===== src/rtl/display_pkg.sv =====
// Shared types and constants for the seven-segment display arbiter.
// Latency: none (declarations only).
// Backpressure: none.
package display_pkg;

    localparam int NUM_REQ = 4;
    localparam int NUM_W   = 39;
    localparam int PTS_W   = 8;

    typedef enum logic [1:0] {
        IDLE = 2'd0,
        HOLD = 2'd1,
        OPEN = 2'd2
    } state_t;

    // Bit offset of requester idx inside the packed req_number bus.
    function automatic int num_offset(input logic [1:0] idx);
        return NUM_W * int'(idx);
    endfunction

    // Bit offset of requester idx inside the packed req_points bus.
    function automatic int pts_offset(input logic [1:0] idx);
        return PTS_W * int'(idx);
    endfunction

endpackage


===== src/rtl/ms_tick_gen.sv =====
// Millisecond prescaler: counts 0..CLK_PER_MS-1 and pulses tick for one cycle on the last count.
// Latency: tick is decoded from the registered count; clear restarts the count at 0 on the next edge.
// Backpressure: none, free-running.
// Ports: clock, reset (async active-high), clear (restart count), tick (1-cycle pulse).
module ms_tick_gen #(
    parameter int CLK_PER_MS = 100000
) (
    input  logic clock,
    input  logic reset,
    input  logic clear,
    output logic tick
);

    localparam int CW = (CLK_PER_MS > 1) ? $clog2(CLK_PER_MS) : 1;
    localparam logic [CW-1:0] LAST = CW'(CLK_PER_MS - 1);

    logic [CW-1:0] cnt;

    always_ff @(posedge clock or posedge reset) begin
        if (reset) begin
            cnt <= '0;
        end else if (clear || cnt == LAST) begin
            cnt <= '0;
        end else begin
            cnt <= cnt + 1'b1;
        end
    end

    assign tick = (cnt == LAST);

endmodule


===== src/rtl/display_arbiter.sv =====
// Round-robin arbiter sharing one 8-digit display among four requesters, with a minimum hold time.
// Latency: 1 cycle from req to grant; owner data forwarded to disp_number/disp_points with 1-cycle latency.
// Backpressure: none; requests are level-sensitive and simply wait until granted.
// Ports: clock, reset (async active-high), req[3:0], req_number[155:0], req_points[31:0] in;
//        grant[3:0], owner[1:0], disp_valid, disp_number[38:0], disp_points[7:0] out (all registered).
// Build option: DISPLAY_ARBITER_URGENT_EN makes requester 0 preempt any other owner.
module display_arbiter
    import display_pkg::*;
#(
    parameter int CLK_PER_MS = 100000,
    parameter int HOLD_MS    = 2000
) (
    input  logic                       clock,
    input  logic                       reset,
    input  logic [NUM_REQ-1:0]         req,
    input  logic [NUM_REQ*NUM_W-1:0]   req_number,
    input  logic [NUM_REQ*PTS_W-1:0]   req_points,
    output logic [NUM_REQ-1:0]         grant,
    output logic [1:0]                 owner,
    output logic                       disp_valid,
    output logic [NUM_W-1:0]           disp_number,
    output logic [PTS_W-1:0]           disp_points
);

    localparam int HW = $clog2(HOLD_MS + 1);

    state_t             state, state_next;
    logic [1:0]         ptr, ptr_next, owner_next;
    logic [NUM_REQ-1:0] grant_next;
    logic [NUM_REQ-1:0] others;
    logic               rr_found;
    logic [1:0]         rr_idx;
    logic [HW-1:0]      hold_cnt;
    logic               ms_tick;
    logic               grant_change;
    logic               hold_done;

    ms_tick_gen #(.CLK_PER_MS(CLK_PER_MS)) u_tick (
        .clock (clock),
        .reset (reset),
        .clear (grant_change),
        .tick  (ms_tick)
    );

    // Round-robin search over pointer+1..pointer+4; descending loop so the
    // nearest slot is written last and wins. The owner is masked out, so it
    // is never re-picked against itself.
    always_comb begin
        others   = req & ~grant;
        rr_found = 1'b0;
        rr_idx   = ptr;
        for (int k = NUM_REQ; k >= 1; k--) begin
            if (others[ptr + 2'(k)]) begin
                rr_found = 1'b1;
                rr_idx   = ptr + 2'(k);
            end
        end
    end

    // Hold is satisfied either already (saturated) or on the tick that
    // brings the counter to HOLD_MS, so OPEN coincides with the count.
    assign hold_done = (hold_cnt == HW'(HOLD_MS)) ||
                       (ms_tick && hold_cnt == HW'(HOLD_MS - 1));

    assign grant_change = (grant_next != grant);

    always_comb begin
        state_next = state;
        grant_next = grant;
        owner_next = owner;
        ptr_next   = ptr;
        case (state)
            IDLE: begin
                if (rr_found) begin
                    state_next = HOLD;
                    grant_next = NUM_REQ'(1) << rr_idx;
                    owner_next = rr_idx;
                    ptr_next   = rr_idx;
                end
            end
            HOLD, OPEN: begin
                if (!req[owner]) begin
                    // Owner release beats hold expiry; hand over with no idle gap.
                    if (rr_found) begin
                        state_next = HOLD;
                        grant_next = NUM_REQ'(1) << rr_idx;
                        owner_next = rr_idx;
                        ptr_next   = rr_idx;
                    end else begin
                        state_next = IDLE;
                        grant_next = '0;
                    end
                end else if (state == HOLD) begin
                    if (hold_done) begin
                        state_next = OPEN;
                    end
                end else if (rr_found) begin
                    state_next = HOLD;
                    grant_next = NUM_REQ'(1) << rr_idx;
                    owner_next = rr_idx;
                    ptr_next   = rr_idx;
                end
            end
            default: begin
                state_next = IDLE;
                grant_next = '0;
            end
        endcase
`ifdef DISPLAY_ARBITER_URGENT_EN
        // Urgent channel overrides everything; the pointer is left alone so
        // normal rotation resumes where it was once requester 0 lets go.
        if (req[0] && !grant[0]) begin
            state_next = HOLD;
            grant_next = NUM_REQ'(1);
            owner_next = 2'd0;
            ptr_next   = ptr;
        end
`endif
    end

    always_ff @(posedge clock or posedge reset) begin
        if (reset) begin
            state <= IDLE;
            grant <= '0;
            owner <= 2'd0;
            ptr   <= 2'd3;
        end else begin
            state <= state_next;
            grant <= grant_next;
            owner <= owner_next;
            ptr   <= ptr_next;
        end
    end

    always_ff @(posedge clock or posedge reset) begin
        if (reset) begin
            hold_cnt <= '0;
        end else if (grant_change) begin
            hold_cnt <= '0;
        end else if (ms_tick && hold_cnt != HW'(HOLD_MS)) begin
            hold_cnt <= hold_cnt + 1'b1;
        end
    end

    // Data is loaded with the next owner so a switch updates number and
    // grant on the same edge.
    always_ff @(posedge clock or posedge reset) begin
        if (reset) begin
            disp_valid  <= 1'b0;
            disp_number <= '0;
            disp_points <= '0;
        end else begin
            disp_valid <= |grant_next;
            if (|grant_next) begin
                disp_number <= req_number[num_offset(owner_next) +: NUM_W];
                disp_points <= req_points[pts_offset(owner_next) +: PTS_W];
            end else begin
                disp_number <= '0;
                disp_points <= '0;
            end
        end
    end

endmodule


===== config.mk =====
export PLATFORM = sky130hd
export DESIGN_NAME = display_arbiter
export DESIGN_NICKNAME = d
export VERILOG_FILES = /design/src/rtl/display_pkg.sv /design/src/rtl/ms_tick_gen.sv /design/src/rtl/display_arbiter.sv
export SDC_FILE = /design/constraint.sdc
export NUM_CORES = 1
export LEC_CHECK = 0
export ABC_AREA = 1
export BUFFER_PORTS_ARGS = -buffer_cell sky130_fd_sc_hd__buf_2
export CORE_AREA = 2 2 108 110
export CTS_BUF_LIST = sky130_fd_sc_hd__clkbuf_16
export DETAILED_ROUTE_END_ITERATION = 8
export DIE_AREA = 0 0 110 112
export HOLD_SLACK_MARGIN = 0.08
export PLACE_DENSITY = 0.95
export SETUP_SLACK_MARGIN = 0.1
export SLEW_MARGIN = 5
export SYNTH_ARGS = -nofsm -noshare
export SYNTH_HDL_FRONTEND = slang
export SYNTH_HIERARCHICAL = 1
export SYNTH_SLANG_ARGS = --single-unit

===== constraint.sdc =====
create_clock -name clock -period 4.79 [get_ports clock]
set_clock_uncertainty 0.15 [all_clocks]
set_input_delay 0.2395 -clock clock [delete_from_list [all_inputs] [get_ports clock]]
set_output_delay 0.2395 -clock clock [all_outputs]
set_load 0.1 [all_outputs]

==> results by group <==
Routing
  – Via/cell ratio: 5.63
  – Routed Antenna Nets: 0
  – # DRC: 0
  – DRT Wirelength: 20300 um
  – Pre-Repair DR Iteration Count: 6
  – Via count: 6924
  – Iter 0 DRT Violations: 639
  – Routed WL per cell: about 17 um

CTS
  – Max clock buf depth: 2
  – Insertion delay to the later sink of the worst-skew pair: roughly 0.33 ns
  – CTS tree: built
  – Root Buffer: clkbuf_16
  – Num CTS Buffers: 9
  – Clk sinks: 86
  – Post-cts resize count: 0
  – H-tree Lvls: 3
  – Reg clk slew, reported paths: 0.07 ns

Critical path
  – Critical-path cell list: inv_4 > nand3_1 > nand2_1 > nand2_1 > nand2_1 > nor2_1 > nand2_2 > inv_2 > nand2_1 > nand3_1 > nand2_1 > nand2_1 > nand2_1 > nand2_1 > nand3_1 > nor2_4 > buf_4 > a21oi_2 > dlygate4sd3_1
  – Worst path slowest cell: dfstp_2
  – CP Max Fanout: 26
  – Most used cell, CP: nand2_1
  – Slowest stage delay, CP: 0.65 ns
  – Worst Setup Path Type: register to register
  – Crit start category: register
  – Crit-path leading delay family: simple AND/OR/NAND/NOR gates
  – Arrival time worst endpoint: between 4 and 5 ns
  – Setup crit end kind: register
  – Req. time, crit path: 4.85 ns
  – WP buf/inv: 4

Worst hold path
  – Worst min path class: primary input to register

STA
  – Worst slew pin tran: 0.924 ns
  – Endpoints failing hold: 0
  – Slew headroom: about two fifths
  – Setup TNS: 0 ns
  – Peak Freq: roughly 240 MHz
  – Clock period minus worst slack: 4.11 ns
  – Setup WS post-layout: 0.678 ns
  – Final setup violating endpoints: 0
  – RSZ-0062 raised after global routing: no
  – Final hold slack: 0.0795 ns
  – Pins Over Slew Limit: 0
  – Final period utilization: 85.8%

Floorplanning
  – Die Area: 12300 sq um
  – Die span in x: 110 um
  – # IOs: 248
  – Die height: 112 um
  – Starting density of the core: 50.7%
  – Core area: 11200 sq um
  – Row count: 39

Placed design
  – Port buffer count: 247
  – Gp weighted congestion: 0.962
  – Placed Area: just under 7000 sq um
  – Worst slack, placed: approximately 1.3 ns
  – Post-DP HPWL: 12800 um

Global route
  – First-pass GRT wire length: 32300 um
  – Number of global-route vias before repair: 6797
  – Gr usage total: between 30% and 40%
  – Initial antenna violation count: 6
  – Global route total overflow: 0
  – Largest net degree at the start of global routing: 96

Cells and area
  – Finished Cell Area: 7730 sq um
  – Most frequent cells in the layout: buf_2, nor2_1, nand2_1
  – Fill cells: 772
  – P&R area growth vs syn: 36.4%
  – Layout cells sized above 1: about a third
  – Most common cell after layout, fill and taps aside: buf_2
  – # nets final: 1277

Synth
  – Syn Area/Cell: 7.11 sq um
  – Syn Inst Count: 797
  – Syn Nets: about 1000
  – Post-synthesis register bit count: 86
  – Synthesized cell area: between 5000 and 6000 sq um
  – Sequential area share after synthesis: 38.0%
  – Netlist cell types: just over 40
  – Synth warn: 6
  – EDFF count, synth: 0
  – Post-synth ARST share: 100%
  – Commonest register cell after synthesis: dfrtp_1

Run status
  – Status: finished clean

Job
  – Number of max-cap violations: 0
[layout make-up]
cell class / instances / area (sq um) / area share, %
multi-input combinational: 614 / 3040 / 39.4
sequential: 86 / 2150 / 27.9
timing repair buffer: 309 / 1850 / 24.0
clock buffer: 9 / 225 / 2.91
inverter: 56 / 213 / 2.75
tap: 143 / 179 / 2.32
clock inverter: 7 / 43.8 / 0.567
antenna: 6 / 15.0 / 0.194
[Yosys cell counts (2+ instances only)]
cell      number  share of area [%]
o21bai_2       2               0.40
clkinv_1       2               0.13
nand4_1       11                1.2
nand3_2        3               0.53
nand2_1      103                6.8
xnor2_1        4               0.62
o21ai_0       45                4.0
o21ai_1       61                5.4
nor2_4         2               0.40
nor2_1       217                 14
nor2_2        18                2.0
dfrtp_1       84                 37
a21oi_1       36                3.2
dfstp_2        2               0.93
a21oi_2       19                2.9
inv_1         46                3.0
nand3_1       39                3.4
buf_2         20                1.8
clkbuf_1       6               0.40
nand2_2        9               0.99
inv_2          7               0.46
buf_6          6                1.2
ha_1           7                1.5
xor2_1        13                2.0
nor3_2        10                1.8
nor3_1         4               0.35
buf_4          7               0.93
[worst reg2reg max path: stages, from the launching register on]
cell	delay [ns]
dfstp_2	0.65
inv_4	0.07
nand3_1	0.07
nand2_1	0.07
nand2_1	0.08
nand2_1	0.08
nor2_1	0.11
nand2_2	0.17
inv_2	0.18
nand2_1	0.09
nand3_1	0.09
nand2_1	0.05
nand2_1	0.06
nand2_1	0.06
nand2_1	0.12
nand3_1	0.14
nor2_4	0.64
buf_4	0.44
a21oi_2	0.06
dlygate4sd3_1	0.59
[worst paths after layout]
check	start	end	slack [ns]	cells past startpoint
max	ptr[0]	disp_number[34]	0.68	19
min	req_number[6]	disp_number[6]	0.08	3
max reg2reg	ptr[0]	disp_number[34]	0.68	19
min reg2reg	u_tick/cnt[0]	u_tick/cnt[0]	0.34	1
max in group asynchronous	reset	hold_cnt[4]	3.27	4
min in group asynchronous	reset	u_tick/cnt[13]	0.42	3
[metrics by stage]
stage                     util, %  std cells
after CTS                    69.0       1224
final                        69.2       1230
after detailed placement     61.6       1152
after floorplan                 -        797
after global routing         69.2       1230
after global placement       61.6       1152
[registers in the layout, summed over array words and instances (netlist names)]
register     flops
disp_number     39
disp_points      8
disp_valid       1
grant            4
hold_cnt        11
owner            2
ptr              2
state            2
u_tick/cnt      17
[logic make-up after synthesis]
family	share of synthesized area, %
AOI/OAI and AO/OA	16.9
xor gates and xnor gates	2.63
adders and majority gates	1.55
buffers and inverters	8.46
DFF	38.0
and+or+nand+nor	32.4
[metal layers]
metal / global-route usage [%] / share of wire (%)
met1: 39.6 / 35
met2: 55.1 / 49
met3: 7.20 / 9.0
met4: 20.8 / 6.2
met5: 0 / 0
[repair_timing]
item	4_1_cts	5_1_grt
endpoints found under the hold margin	117	0
buffers inserted	0	0
endpoints found under the setup margin	0	0
hold buffers	56	0
Power is left out: the tool's default activity adds up to more than one toggle a clock period on the data nets, which glitch-free logic cannot reach.
